File: src/rtl/half_sigmoid_arbiter.sv
`default_nettype none
// ============================================================================
// Module   : half_sigmoid_arbiter
// Purpose  : Round-robin sharing of one pipelined half-precision sigmoid unit
//            among NREQ requesters, with in-order tagged result return.
// Options  : HALF_SIG_ARB_PERF_EN adds perf_issued / perf_stall counters.
// Revision : 1.0 - initial release
// ============================================================================
module half_sigmoid_arbiter #(
   parameter int NREQ   = 4,
   parameter int DEPTH  = 8,
   localparam int IDW   = (NREQ > 1) ? $clog2(NREQ) : 1
) (
   input  logic                 clk,
   input  logic                 rst,
   input  logic [NREQ-1:0]      req_valid,
   input  logic [16*NREQ-1:0]   req_data,
   output logic [NREQ-1:0]      req_ready,
   output logic                 res_valid,
   output logic [15:0]          res_data,
   output logic [IDW-1:0]       res_id,
   input  logic                 res_ready,
   output logic                 sig_in_valid,
   output logic [15:0]          sig_a,
   input  logic                 sig_out_valid,
   input  logic [15:0]          sig_c,
   output logic                 err
`ifdef HALF_SIG_ARB_PERF_EN
   ,
   output logic [31:0]          perf_issued,
   output logic [31:0]          perf_stall
`endif
);

   localparam int c_AW = $clog2(DEPTH);
   localparam int c_CW = c_AW + 1;

   logic [IDW-1:0]    r_ptr;
   logic              r_sig_in_valid;
   logic [15:0]       r_sig_a;
   logic              r_err;

   logic [IDW-1:0]    r_tag_mem [DEPTH];
   logic [c_AW-1:0]   r_tag_wr;
   logic [c_AW-1:0]   r_tag_rd;
   logic [c_CW-1:0]   r_tag_count;

   logic [IDW+15:0]   r_res_mem [DEPTH];
   logic [c_AW-1:0]   r_res_wr;
   logic [c_AW-1:0]   r_res_rd;
   logic [c_CW-1:0]   r_res_count;

   logic              w_found;
   logic [IDW-1:0]    w_gnt_id;
   logic [IDW-1:0]    w_idx;
   logic [15:0]       w_gnt_data;
   logic [c_CW:0]     w_outstanding;
   logic              w_credit;
   logic              w_grant;
   logic              w_tag_push;
   logic              w_tag_pop;
   logic              w_res_push;
   logic              w_res_pop;
   logic [IDW+15:0]   w_res_head;

   // Rotating priority: first valid requester strictly after the last winner.
   always_comb begin
      w_found  = 1'b0;
      w_gnt_id = '0;
      w_idx    = '0;
      for (int k = 1; k <= NREQ; k++) begin
         w_idx = IDW'((int'(r_ptr) + k) % NREQ);
         if (!w_found && req_valid[w_idx]) begin
            w_found  = 1'b1;
            w_gnt_id = w_idx;
         end
      end
   end

   assign w_gnt_data = req_data[{w_gnt_id, 4'b0000} +: 16];

   // A result leaving this cycle already frees its slot for a new grant.
   assign w_outstanding = {1'b0, r_tag_count} + {1'b0, r_res_count}
                        - {{c_CW{1'b0}}, w_res_pop};
   assign w_credit      = w_outstanding < (c_CW+1)'(DEPTH);
   assign w_grant       = w_found && w_credit && !rst;
   assign req_ready     = w_grant ? (NREQ'(1) << w_gnt_id) : '0;

   assign w_tag_push = w_grant;
   assign w_tag_pop  = sig_out_valid && (r_tag_count != '0);
   assign w_res_push = w_tag_pop;
   assign w_res_pop  = res_valid && res_ready;

   always_ff @(posedge clk) begin
      if (rst) begin
         r_ptr          <= IDW'(NREQ - 1);
         r_sig_in_valid <= 1'b0;
         r_sig_a        <= '0;
         r_err          <= 1'b0;
         r_tag_wr       <= '0;
         r_tag_rd       <= '0;
         r_tag_count    <= '0;
         r_res_wr       <= '0;
         r_res_rd       <= '0;
         r_res_count    <= '0;
      end else begin
         r_sig_in_valid <= w_grant;
         if (w_grant) begin
            r_ptr   <= w_gnt_id;
            r_sig_a <= w_gnt_data;
         end
         if (sig_out_valid && (r_tag_count == '0))
            r_err <= 1'b1;
         if (w_tag_push) r_tag_wr <= r_tag_wr + c_AW'(1);
         if (w_tag_pop)  r_tag_rd <= r_tag_rd + c_AW'(1);
         if (w_res_push) r_res_wr <= r_res_wr + c_AW'(1);
         if (w_res_pop)  r_res_rd <= r_res_rd + c_AW'(1);
         case ({w_tag_push, w_tag_pop})
            2'b10:   r_tag_count <= r_tag_count + c_CW'(1);
            2'b01:   r_tag_count <= r_tag_count - c_CW'(1);
            default: ;
         endcase
         case ({w_res_push, w_res_pop})
            2'b10:   r_res_count <= r_res_count + c_CW'(1);
            2'b01:   r_res_count <= r_res_count - c_CW'(1);
            default: ;
         endcase
      end
   end

   always_ff @(posedge clk) begin
      if (w_tag_push) r_tag_mem[r_tag_wr] <= w_gnt_id;
      if (w_res_push) r_res_mem[r_res_wr] <= {r_tag_mem[r_tag_rd], sig_c};
   end

   assign w_res_head   = r_res_mem[r_res_rd];
   assign res_valid    = (r_res_count != '0);
   assign res_data     = res_valid ? w_res_head[15:0] : '0;
   assign res_id       = res_valid ? w_res_head[IDW+15:16] : '0;
   assign sig_in_valid = r_sig_in_valid;
   assign sig_a        = r_sig_a;
   assign err          = r_err;

`ifdef HALF_SIG_ARB_PERF_EN
   logic [31:0] r_perf_issued;
   logic [31:0] r_perf_stall;

   always_ff @(posedge clk) begin
      if (rst) begin
         r_perf_issued <= '0;
         r_perf_stall  <= '0;
      end else begin
         if (r_sig_in_valid && (r_perf_issued != 32'hFFFF_FFFF))
            r_perf_issued <= r_perf_issued + 32'd1;
         if ((|req_valid) && !w_credit && (r_perf_stall != 32'hFFFF_FFFF))
            r_perf_stall <= r_perf_stall + 32'd1;
      end
   end

   assign perf_issued = r_perf_issued;
   assign perf_stall  = r_perf_stall;
`endif

endmodule
`default_nettype wire
File: config.mk
export PLATFORM = sky130hd
export DESIGN_NAME = half_sigmoid_arbiter
export DESIGN_NICKNAME = d
export VERILOG_FILES = /design/src/rtl/half_sigmoid_arbiter.sv
export SDC_FILE = /design/constraint.sdc
export NUM_CORES = 1
export LEC_CHECK = 0
export ABC_CLOCK_PERIOD_IN_PS = 3350
export CELL_PAD_IN_SITES_DETAIL_PLACEMENT = 0
export CELL_PAD_IN_SITES_GLOBAL_PLACEMENT = 1
export CORE_MARGIN = 1
export CORE_UTILIZATION = 42
export CTS_BUF_LIST = sky130_fd_sc_hd__clkbuf_8
export DETAILED_ROUTE_END_ITERATION = 8
export GPL_TIMING_DRIVEN = 0
export HOLD_SLACK_MARGIN = 0.08
export PLACE_DENSITY = 0.87
export SLEW_MARGIN = 30
export SYNTH_ARGS = -nofsm -noshare
export SYNTH_HDL_FRONTEND = slang
export SYNTH_SLANG_ARGS = --single-unit
File: constraint.sdc
create_clock -name clk -period 3.35 [get_ports clk]
set_input_delay 0.335 -clock clk [delete_from_list [all_inputs] [get_ports clk]]
set_output_delay 0.335 -clock clk [all_outputs]
set_load 0.005 [all_outputs]
==> results.md <==
* First-pass GRT wire length at 30200 microns
* Starting density of the core at 43.42%
* Final core occ at 57.47%
* CTS root buf: clkbuf_8
* First-pass detailed-route iteration total at 4
* Core area at 19780 sq um
* Clock skew at ~0.022 ns
* CTS tree: done
* FF-to-FF setup slack at -0.06 ns
* Worst skew pair latency at between 0.5 and 0.6 ns
* Design area at 11370 sq um
* Max VDD drop at 0.0004642 V
* Worst Hold Depth at 2
* P_int at 0.006171 W
* Area of the multi-input gates at 2855 sq um
* Flop pwr share at 35.6%
* Critical setup path kind: register to register
* EDFF count, synth at 160
* Fill cells at roughly 1500
* CTS Sinks at about 200
* DRC at 0
* CP Launch Type: register
* DIE AREA at 21020 sq um
* RSZ-0062 raised after global routing: yes
* Critical path endpoint category: register
* Final Hold Viols at 0
* Most frequent cell after synthesis: edfxtp_1
* F_max at 292.9 MHz
* Cells after Synth at 541
* PwrDens at slightly above 800 nW/um^2
* Count of final setup violators at 3
* Die height at 145.0 microns
* Post-route ant nets at 0
* Final nets at between 800 and 900
* PortBufs at 127
* Syn Area/Cell at between 15 and 20 sq um
* Worst min-delay path category: primary input to register
* Boundary Pins at 129
* Number of global-route vias before repair at 5895
* Layout cell share with drive strength beyond 1 at between 20% and 30%
* Cts bufs inserted at 34
* R2r startpoint: r_res_count[2]$_SDFFE_PP0P_
* Total GRT Usage at 18.54%
* Placed instance area at 10410 sq um
* CP max stage delay at 0.38 ns
* DRT iter0 DRCs at 228
* Failing checks: negative setup slack
* Post-DP HPWL at roughly 13000 microns
* Detailed-route via count at roughly 5500
* Post-Place Setup Slack at -0.8536 ns
* Combinational group share of total power at between 40% and 50%
* Switching share of power at 33.08%
* Worst setup margin at -0.06440 ns
* Post-synth top area share at 55.94%
* Net Switching at between 0.003 and 0.004 W
* Die X-Extent at 145.0 microns
* Critical path arrival at 3.86 ns
* Synth Flop Type: edfxtp_1
* Destination of the worst hold path: r_res_wr[1]$_SDFFE_PP0P_
* Most common library cells after synthesis: edfxtp_1 (160), nor2_1 (48), dfxtp_1 (46)
* Diodes inserted at 0
* Via-per-instance ratio at 5.348
* Cell taking the most area after synthesis: edfxtp_1
* Cells along the critical path: nor4_4 > nor2b_4 > ha_4 > inv_4 > ha_4 > nand4b_1 > a21o_1 > a311oi_4 > inv_2 > buf_6 > ha_4 > xor2_2 > ha_2 > a21oi_2 > xor2_1 > or3_1 > a21oi_2
* Total gr overflow at 0
* Tmin final at 3.414 ns
* Largest net degree at the start of global routing at 19
* Row cnt at 51
* Status: finished, violations left
* Syn. warnings at 0
* Area contributors post-synth: edfxtp_1 (56%), dfxtp_1 (11%), mux4_2 (10%), ha_1 (2.5%), mux2i_1 (2.4%)
* Max-cap viol count at 0
* WP data required at ~3.8 ns
* Hold WS at 0.2313 ns
* Worst-path fanout max at 4
* Max Slew Vio Count at 0
* Final period utilization at 101.9%
* Top delay family on crit path: simple AND/OR/NAND/NOR gates
* R2r worst-path depth at 17
* Bufs and invs on worst path at 3
* Post-synth design cell area at 8588 sq um
* Per-cell routed wire length at between 15 and 20 microns
* Clock share of power at 21.3%
* Register area at 5739 sq um
* Relative slew slack at 50.62%
* Hold_sp: rst
* Worst Max-Slew Pin Slew at 0.7407 ns
* Post-synth ARST share at 0%
* Final wirelength at about 19000 microns
* Register area share after synthesis at between 60% and 70%
* RR Endpoint: r_tag_count[2]$_SDFFE_PP0P_
* Clock slew at reported path FFs at 0.06 ns
* Leakage power total at between 3 and 4 nW
* Initial antenna violation count at 0
* Setup tns final at -0.1794 ns
* Clock Path Buffers at 3
* Synth Register Bits at 206
* Yosys cell types at 44
* Top cell by count, worst path: ha_4
* Critical path's slowest cell: a311oi_4
* Syn_nets at 647
* H-tree levels at 2
* Layout area overhead at 32.37%
* GP Congestion at 0.8067
cells in the final DEF, fill, tap and decap left out, drive strengths merged, types with 20 or more instances in the layout:
master | synthesis | layout
dfxtp | 46 | 46
nand2 | 20 | 20
mux2i | 21 | 21
buf | 13 | 49
a21oi | 29 | 29
clkdlybuf4s50 | 0 | 123
clkbuf | 13 | 49
inv | 21 | 38
edfxtp | 160 | 160
mux4 | 40 | 40
nor2 | 48 | 48
cells by family (layout without fill, tap and decap cells):
family          Yosys count  after routing  share of synthesized area (%)
simple gates            101            101                          5.594
buf+inv                  49            267                          2.477
mux                      79             79                          15.30
compound gates           74             74                          5.827
xor+xnor                 14             14                          1.428
flops                   206            206                          66.67
fa+ha+maj                18             18                          2.710
state kept, by name, summed over array words and instances (netlist names), named ones only:
name,cells
r_res_rd,3
r_tag_count,4
r_tag_mem,16
r_ptr,2
err,1
sig_a,16
r_res_mem,144
r_res_wr,3
sig_in_valid,1
r_tag_rd,3
r_res_count,4
r_tag_wr,3
power groups by stage:
stage,Sequential (W),Clock [W],Combinational [W]
floorplan,0.00328,0,0.00190
global placement,0.00330,0,0.00295
detailed placement,0.00331,0,0.00313
CTS,0.00328,0.00202,0.00381
global route,0.00331,0.00211,0.00432
finish,0.00328,0.00196,0.00398
cell type report:
type	count	area share (%)
Sequential cell	206	50.48
Multi-Input combinational cell	286	25.12
Timing Repair Buffer	161	14.29
Clock buffer	36	4.358
Tap cell	265	2.917
Buffer	24	1.079
Clock inverter	23	0.9355
Inverter	23	0.8254
per-stage QoR:
step / power, W / cells
after detailed placement: 0.006437 / 943
after floorplan: 0.005180 / 541
after CTS: 0.009104 / 1021
final: 0.009222 / 1024
after global routing: 0.009733 / 1024
after global placement: 0.006252 / 933
layer usage:
metal / track usage (%) / routed length, microns / share of wire, %
met5: 0 / 0 / 0
met4: 7.181 / 527 / 2.8
met3: 5.126 / 1310 / 6.9
met2: 33.49 / 9830 / 51
met1: 20.59 / 7425 / 39
how the worst max path moves through the flow:
stage                                  end                   startpoint  depth (start not counted)  slack (ns)
2_1_floorplan  r_tag_count[2]$_SDFFE_PP0P_  r_res_count[0]$_SDFFE_PP0P_                         17       0.008
5_1_grt        r_tag_count[2]$_SDFFE_PP0P_  r_res_count[2]$_SDFFE_PP0P_                         17       -0.19
6_report       r_tag_count[2]$_SDFFE_PP0P_  r_res_count[2]$_SDFFE_PP0P_                         17       -0.06
4_1_cts                       req_ready[3]  r_res_count[3]$_SDFFE_PP0P_                         14       -0.05
3_5_place_dp   r_tag_count[2]$_SDFFE_PP0P_                    res_ready                         17       -0.85
3_3_place_gp   r_tag_count[2]$_SDFFE_PP0P_                    res_ready                         17       -0.75
timing repair:
item / in CTS / in global routing
endpoints found under the setup margin: 20 / 18
cloned: 0 / 0
pin swaps: 9 / 14
hold buffers: 0 / 0
setup buffers: 20 / 7
resized for setup: 48 / 20
(Power assumes the default switching activity.)
